===== src/rtl/multiplexer_2_block_if.sv =====
// Bundle of the sample-in / result-out signals of the dual multiplexer.
// The master side drives samples and the slave side returns registered results.
interface multiplexer_2_block_if #(
    parameter int WIDTH = 32
);
    logic             in_valid;
    logic             select_line;
    logic [WIDTH-1:0] input_a;
    logic [WIDTH-1:0] input_b;
    logic [1:0]       selection;
    logic [WIDTH-1:0] input_option1;
    logic [WIDTH-1:0] input_option2;
    logic [WIDTH-1:0] input_option3;
    logic [WIDTH-1:0] output_data;
    logic [WIDTH-1:0] output_result;
    logic             out_valid;
    logic             sel_error;

    modport master (
        output in_valid, select_line, input_a, input_b,
        output selection, input_option1, input_option2, input_option3,
        input  output_data, output_result, out_valid, sel_error
    );

    modport slave (
        input  in_valid, select_line, input_a, input_b,
        input  selection, input_option1, input_option2, input_option3,
        output output_data, output_result, out_valid, sel_error
    );
endinterface


===== src/rtl/multiplexer_2_block.sv =====
// Registered 2:1 and 3:1 multiplexers sharing one valid, with 1-cycle latency.
// Define MULTIPLEXER_SEL_ERR_EN to build the sticky illegal-selection flag.
module multiplexer_2_block #(
    parameter int WIDTH = 32
) (
    input logic                  clk,
    input logic                  rst,
    multiplexer_2_block_if.slave io
);
    logic [WIDTH-1:0] data_d;
    logic [WIDTH-1:0] data_q;
    logic [WIDTH-1:0] result_d;
    logic [WIDTH-1:0] result_q;
    logic             vld_q;

    always_comb begin
        data_d   = io.select_line ? io.input_b : io.input_a;
        result_d = '0;
        case (io.selection)
            2'd0:    result_d = io.input_option1;
            2'd1:    result_d = io.input_option2;
            2'd2:    result_d = io.input_option3;
            default: result_d = '0;
        endcase
    end

    // Both channels load together only on accepted samples; otherwise they hold.
    always_ff @(posedge clk or posedge rst) begin
        if (rst) begin
            data_q   <= '0;
            result_q <= '0;
            vld_q    <= 1'b0;
        end else begin
            vld_q <= io.in_valid;
            if (io.in_valid) begin
                data_q   <= data_d;
                result_q <= result_d;
            end
        end
    end

`ifdef MULTIPLEXER_SEL_ERR_EN
    logic err_q;

    always_ff @(posedge clk or posedge rst) begin
        if (rst) begin
            err_q <= 1'b0;
        end else if (io.in_valid && (io.selection == 2'd3)) begin
            err_q <= 1'b1;
        end
    end

    assign io.sel_error = err_q;
`else
    assign io.sel_error = 1'b0;
`endif

    assign io.output_data   = data_q;
    assign io.output_result = result_q;
    assign io.out_valid     = vld_q;
endmodule


===== src/flat_wrapper.sv =====
// flat-port wrapper written by rule: the top's interface ports become plain ports
module multiplexer_2_block_flat 
#(
    parameter int WIDTH = 32
)
  (clk, rst, io_in_valid, io_select_line, io_input_a, io_input_b, io_selection, io_input_option1, io_input_option2, io_input_option3, io_output_data, io_output_result, io_out_valid, io_sel_error);
  multiplexer_2_block_if #(.WIDTH(WIDTH)) io_i ();
  input logic clk;
  input logic rst;
  input wire logic [$bits(io_i.in_valid)-1:0] io_in_valid;
  input wire logic [$bits(io_i.select_line)-1:0] io_select_line;
  input wire logic [$bits(io_i.input_a)-1:0] io_input_a;
  input wire logic [$bits(io_i.input_b)-1:0] io_input_b;
  input wire logic [$bits(io_i.selection)-1:0] io_selection;
  input wire logic [$bits(io_i.input_option1)-1:0] io_input_option1;
  input wire logic [$bits(io_i.input_option2)-1:0] io_input_option2;
  input wire logic [$bits(io_i.input_option3)-1:0] io_input_option3;
  output wire logic [$bits(io_i.output_data)-1:0] io_output_data;
  output wire logic [$bits(io_i.output_result)-1:0] io_output_result;
  output wire logic [$bits(io_i.out_valid)-1:0] io_out_valid;
  output wire logic [$bits(io_i.sel_error)-1:0] io_sel_error;
  assign io_i.in_valid = io_in_valid;
  assign io_i.select_line = io_select_line;
  assign io_i.input_a = io_input_a;
  assign io_i.input_b = io_input_b;
  assign io_i.selection = io_selection;
  assign io_i.input_option1 = io_input_option1;
  assign io_i.input_option2 = io_input_option2;
  assign io_i.input_option3 = io_input_option3;
  assign io_output_data = io_i.output_data;
  assign io_output_result = io_i.output_result;
  assign io_out_valid = io_i.out_valid;
  assign io_sel_error = io_i.sel_error;
  multiplexer_2_block #(.WIDTH(WIDTH)) u_core (.clk(clk), .rst(rst), .io(io_i));
endmodule

===== config.mk =====
export PLATFORM = sky130hd
export DESIGN_NAME = multiplexer_2_block_flat
export DESIGN_NICKNAME = d
export VERILOG_FILES = /design/src/rtl/multiplexer_2_block_if.sv /design/src/rtl/multiplexer_2_block.sv /design/src/flat_wrapper.sv
export SDC_FILE = /design/constraint.sdc
export NUM_CORES = 1
export LEC_CHECK = 0
export BUFFER_PORTS_ARGS = -buffer_cell sky130_fd_sc_hd__buf_2
export CORE_MARGIN = 4
export CORE_UTILIZATION = 46
export DETAILED_ROUTE_END_ITERATION = 8
export GPL_TIMING_DRIVEN = 0
export MAX_ROUTING_LAYER = met4
export PLACE_DENSITY = 0.87
export RECOVER_POWER = 100
export SKIP_CTS_REPAIR_TIMING = 1
export SYNTH_ARGS = -nofsm -noshare
export SYNTH_HDL_FRONTEND = slang
export SYNTH_SLANG_ARGS = --single-unit
export TNS_END_PERCENT = 20

===== constraint.sdc =====
create_clock -name clk -period 4.95 [get_ports clk]
set_input_delay 0.495 -clock clk [delete_from_list [all_inputs] [get_ports clk]]
set_output_delay 0.495 -clock clk [all_outputs]
set_load 0.005 [all_outputs]

==> results of run 1 <==
[Yosys cell counts]
library cell | count | area, um^2
nand4b_1 | 32 | 280
dfrtp_1 | 65 | 1630
mux2i_1 | 64 | 641
buf_6 | 5 | 56.3
nand2b_4 | 1 | 13.8
conb_1 | 1 | 3.75
nor2_1 | 32 | 120
nand2b_1 | 32 | 200
buf_4 | 15 | 113
clkbuf_1 | 5 | 18.8
buf_2 | 6 | 30.0
inv_1 | 1 | 3.75
a21oi_1 | 32 | 160
buf_1 | 2 | 7.51
o211ai_1 | 32 | 240
[metal layers]
layer | vias to the layer above | global-route usage [%]
li1 | 1651 | -
met1 | 1620 | 28.1
met2 | 180 | 43.3
met3 | 18 | 5.84
met4 | 0 | 7.82
met5 | - | -
[logic make-up after synthesis]
family                 Yosys count  share of synthesized area, %
and+or+nand+nor                 97                          17.5
DFF                             65                          46.3
AOI/OAI and AO/OA               64                          11.4
muxes                           64                          18.2
buffers and inverters           34                          6.51
other                            1                         0.107
[layout make-up]
class	count	area, um^2
plain buffers	33	196
clock buffers	13	149
clock inverters	3	40.0
fillers	606	2440
inverters	1	3.75
multi-input cells	226	1660
flip-flops and latches	65	1630
well taps	99	124
repair buffers	228	1100
[state kept, by name (all words and copies together) (netlist names)]
signal	count
u_core.io.output_data	32
u_core.io.output_result	32
u_core.io.out_valid	1
[power by group]
| group | total [uW] | internal (uW) | switching, uW | leakage (uW) |
|---|---|---|---|---|
| combinational | 294 | 147 | 148 | 0.00152 |
| clock | 443 | 246 | 197 | 0.0000974 |
| sequential | 620 | 588 | 32.0 | 0.000773 |
| total | 1360 | 981 | 377 | 0.00239 |
[final timing paths]
kind,from,to
max in group asynchronous,rst,u_core.io.output_result[27]$_DFFE_PP0P_
worst min register to register,u_core.io.output_result[25]$_DFFE_PP0P_,u_core.io.output_result[25]$_DFFE_PP0P_
min in group asynchronous,rst,u_core.io.output_data[9]$_DFFE_PP0P_
worst max register to register,u_core.io.output_result[8]$_DFFE_PP0P_,u_core.io.output_result[8]$_DFFE_PP0P_
worst min-delay path,io_in_valid,u_core.io.out_valid$_DFF_PP0_
worst max-delay path,io_in_valid,u_core.io.output_data[0]$_DFFE_PP0P_
[worst max-delay path: cells and delay by family]
| kind | cells | cell delay [ns] |
|---|---|---|
| compound gates | 1 | 0.12 |
| buf+inv | 4 | 1.53 |
[metrics by stage]
stage / total power (uW) / cell area, um^2
after floorplan: 772 / 3510
after global placement: 923 / 4770
after detailed placement: 938 / 4790
after CTS: 1380 / 4980
after global routing: 1430 / 4890
final: 1360 / 4890
==> results.py, run 1 <==
metrics = {
    "sta": {
        "whs_ns": 0.374,
        "clock.fmax_mhz": 512,
        "min_period_over_period_pct": 39.5,
        "tns_ns": 0,
        "hold_viol": 0,
        "worstMarginPinSlew_ns": 1.31,
        "setup_viol": 0,
        "maxSlewHeadroom_pct": 12.5,
        "min_period_ns": 1.95,
        "layout_setup_ws_ns": 3.00,
        "rsz0062_at_grt": "false",
        "fin_skew_ns": 0,
        "maxSlewViolCount": 0,
    },
    "placed_design": {
        "dp_hpwl_um": 8840,
        "pre_cts_slack_ns": 3.51,
        "dp.cells": 652,
        "portBuffers": 227,
        "globalplace.congestion": 0.788,
    },
    "logic_synthesis": {
        "yosysSeqAreaShare_pct": 46.3,
        "mappedNetlistNets": 491,
        "synth_cells": 325,
        "ys_warn_count": 0,
        "ys_ff_latch": 65,
        "syn-mean-instance-area_um2": 10.8,
        "synth_cell_types": 15,
        "syn-cell-area_um2": 3510,
    },
    "detailed_routing": {
        "ant_nets": 0,
        "first_pass_iters": 5,
        "drt_wl_total_um": 11200,
        "top_layer": "met4",
        "drt_first_iter_violations": 78,
        "post_drt_wl_per_cell_um": 16.7,
        "wl_met3_um": 961,
        "wl_met1_um": 4220,
        "num_vias": 3469,
        "via_per_inst": 5.19,
        "drc": 0,
        "wl_met2_um": 5820,
    },
    "floorplan": {
        "initial_utilization_pct": 47.9,
        "core_area_um2": 7330,
        "num_rows": 31,
        "die_w_um": 95.4,
        "ioPinCount": 232,
        "die-area_um2": 9100,
        "die_h_um": 95.4,
    },
    "cells_and_area": {
        "final_common_cell": "buf_2",
        "drive_gt1_share_pct": 37.3,
        "area_delta_synth_final_pct": 39.3,
        "fin_nets": 730,
        "fin_util_pct": 66.8,
        "antenna_cells": 0,
        "stdcell_count": 668,
        "layout_common_cells": "buf_2 (183), dfrtp_1 (65), clkbuf_1 (64), mux2i_1 (64)",
    },
    "worst_setup_path": {
        "r2r_slack_ns": 4.25,
        "required_ns": 5.14,
        "cp-start-kind": "input port",
        "crit_type": "in -> reg",
        "cpMostUsedCell": "clkbuf_1",
        "max_stage_delay_ns": 0.50,
        "r2r_cells": 2,
        "cp_max_fo": 10,
        "crit_path_end_kind": "flop",
        "crit_chain": "clkbuf_1 > clkbuf_1 > clkbuf_1 > clkbuf_1 > a21oi_1",
        "cp_slowest_cell": "clkbuf_1",
        "worstPathArrival_ns": 2.15,
    },
    "hold_path": {
        "whs_path_depth": 1,
        "hold_path_class": "in -> reg",
    },
    "grt": {
        "grt_max_degree": 34,
        "grt_pass1_wl_um": 16800,
        "grt_overflow": 0,
        "first_global_vias": 3632,
        "antenna_found_initial": 0,
        "track_usage_pct": 24.8,
    },
    "outcome": {
        "status": "completed",
    },
    "pwr": {
        "vdd_ir_drop_max_mv": 0.142,
        "p_leak_uw": 0.00239,
        "power_per_cell_area_nw_per_um2": 277,
    },
    "clock_network": {
        "clk_latency_ns": 0.33,
        "path_clk_slew_ns": 0.06,
        "cts_num_sinks": 65,
        "root_buffer": "clkbuf_8",
        "cts_tree": "done",
        "htree_levels": 3,
        "numCtsBuffers": 9,
        "cts.path.max_buffers": 2,
    },
    "run": {
        "cap_violations": 0,
    },
}
No activity file was read; power rests on OpenSTA's default activity.
==> run 2, diff against run 1 <==
--- a/config.mk
+++ b/config.mk
@@ -7,11 +7,11 @@
 export LEC_CHECK = 0
 export BUFFER_PORTS_ARGS = -buffer_cell sky130_fd_sc_hd__buf_2
 export CORE_MARGIN = 4
-export CORE_UTILIZATION = 46
+export CORE_UTILIZATION = 38
 export DETAILED_ROUTE_END_ITERATION = 8
 export GPL_TIMING_DRIVEN = 0
 export MAX_ROUTING_LAYER = met4
-export PLACE_DENSITY = 0.87
+export PLACE_DENSITY = 0.77
 export RECOVER_POWER = 100
 export SKIP_CTS_REPAIR_TIMING = 1
 export SYNTH_ARGS = -nofsm -noshare
==> constraint.sdc (replaced) <==
create_clock -name clk -period 1.66 [get_ports clk]
set_input_delay 0.166 -clock clk [delete_from_list [all_inputs] [get_ports clk]]
set_output_delay 0.166 -clock clk [all_outputs]
set_load 0.005 [all_outputs]
==> results.py, run 2 (synthesis gave the netlist of run 1 again) <==
metrics = {
    "outcome": {
        "status": "finished, violations left",
        "failed_checks": "capacitance limit, slew limit",
    },
    "hold_path": {
        "hold_start": "io_in_valid",
        "holdPathEnd": "u_core.io.out_valid$_DFF_PP0_",
        "hold_path_class": "in -> reg",
        "whs_path_depth": 1,
    },
    "sta": {
        "tns_ns": 0,
        "setup_viol": 0,
        "layout_setup_ws_ns": 0.461,
        "rsz0062_at_grt": "false",
        "whs_ns": 0.0667,
        "clock.fmax_mhz": 834,
        "maxSlewViolCount": 1,
        "maxSlewHeadroom_pct": -0.518,
        "min_period_ns": 1.20,
        "worstMarginPinSlew_ns": 1.50,
        "min_period_over_period_pct": 72.2,
        "fin_skew_ns": 0,
        "hold_viol": 0,
    },
    "detailed_routing": {
        "via_per_inst": 5.13,
        "post_drt_wl_per_cell_um": 17.0,
        "drt_first_iter_violations": 143,
        "drc": 0,
        "ant_nets": 0,
        "first_pass_iters": 4,
        "drt_wl_total_um": 11500,
        "num_vias": 3476,
    },
    "clock_network": {
        "numCtsBuffers": 9,
        "htree_levels": 3,
        "root_buffer": "clkbuf_8",
        "clk_latency_ns": 0.33,
        "cts_num_sinks": 65,
        "cts.path.max_buffers": 2,
        "path_clk_slew_ns": 0.07,
        "cts_tree": "done",
    },
    "floorplan": {
        "initial_utilization_pct": 39.7,
        "die_h_um": 104,
        "ioPinCount": 232,
        "num_rows": 34,
        "core_area_um2": 8850,
        "die_w_um": 104,
        "die-area_um2": 10900,
    },
    "worst_setup_path": {
        "crit_chain": "clkbuf_1 > clkbuf_1 > clkbuf_1 > nand2b_1 > o211ai_1",
        "path_delay_family": "buffers and inverters",
        "worstPathArrival_ns": 1.40,
        "worstSetupStartpoint": "io_in_valid",
        "cp_max_fo": 10,
        "crit_type": "in -> reg",
        "critPathBufInv": 3,
        "r2r-start": "u_core.io.output_result[26]$_DFFE_PP0P_",
        "r2r_slack_ns": 0.96,
        "max_stage_delay_ns": 0.41,
        "required_ns": 1.86,
        "r2r_cells": 2,
        "cp_slowest_cell": "clkbuf_1",
        "cpMostUsedCell": "clkbuf_1",
        "cp-start-kind": "input port",
        "timing.rr.end": "u_core.io.output_result[26]$_DFFE_PP0P_",
        "crit_path_end_kind": "flop",
    },
    "grt": {
        "grt_pass1_wl_um": 18300,
        "antenna_found_initial": 0,
        "track_usage_pct": 21.3,
        "first_global_vias": 3734,
        "grt_max_degree": 35,
        "grt_overflow": 0,
    },
    "cells_and_area": {
        "antenna_cells": 0,
        "final_common_cell": "buf_2",
        "stdcell_count": 677,
        "fillers": 827,
        "layout_common_cells": "buf_2 (184), dfrtp_1 (65), mux2i_1 (64)",
        "fin_util_pct": 56.0,
        "fin_nets": 730,
        "area_delta_synth_final_pct": 40.9,
        "drive_gt1_share_pct": 38.7,
    },
    "pwr": {
        "switching_share_pct": 27.3,
        "clockPowerShare_pct": 34.7,
        "p_leak_uw": 0.00242,
        "power_frac_seq_pct": 44.3,
        "cellInternalPower_uw": 3040,
        "vdd_ir_drop_max_mv": 0.359,
        "combPwrFrac_pct": 21.0,
        "p_sw_uw": 1140,
        "power_per_cell_area_nw_per_um2": 846,
    },
    "placed_design": {
        "dp_hpwl_um": 9170,
        "globalplace.congestion": 0.832,
        "dp.cells": 661,
        "portBuffers": 227,
        "pre_cts_slack_ns": 0.533,
    },
    "run": {
        "cap_violations": 1,
    },
}
-- run 2: how the worst max path moves through the flow --
stage	end	cells past startpoint	slack (ns)
2_1_floorplan	u_core.io.out_valid$_DFF_PP0_	1	0.79
3_3_place_gp	u_core.io.output_result[8]$_DFFE_PP0P_	2	0.31
3_5_place_dp	u_core.io.output_result[13]$_DFFE_PP0P_	5	0.53
4_1_cts	io_output_data[7]	1	0.60
5_1_grt	u_core.io.output_result[17]$_DFFE_PP0P_	5	0.30
6_report	u_core.io.output_result[12]$_DFFE_PP0P_	5	0.46
-- run 2: per-stage QoR --
step,total power (uW),cell area [um^2]
floorplan,2300,3520
global placement,2760,4790
detailed placement,2800,4810
CTS,4260,5020
global route,4400,4950
finish,4190,4950
-- run 2: cell type report --
cell class                 instances  area [um^2]  share of cell area, %
tap                              108          135                   2.73
buffer                            33          220                   4.45
clock buffer                      11          131                   2.65
inverter                           1         5.00                  0.101
timing repair buffer             228         1100                   22.1
multi-input combinational        226         1660                   33.5
clock inverter                     5         80.1                   1.62
sequential                        65         1630                   32.8
-- run 2: power groups by stage --
stage | sequential [uW] | combinational [uW] | clock (uW)
5_1_grt | 1870 | 982 | 1550
3_3_place_gp | 1870 | 891 | 0
4_1_cts | 1850 | 928 | 1490
2_1_floorplan | 1890 | 416 | 0
3_5_place_dp | 1880 | 926 | 0
6_report | 1860 | 880 | 1450
-- run 2: layer usage --
metal  routed length [um]  vias up  global-route usage (%)
met5                    0        -                       -
met2                 5810      168                    36.6
met3                  830       18                    5.28
met1                 4690     1637                    24.3
li1                     -     1653                       -
met4                  187        0                    6.84
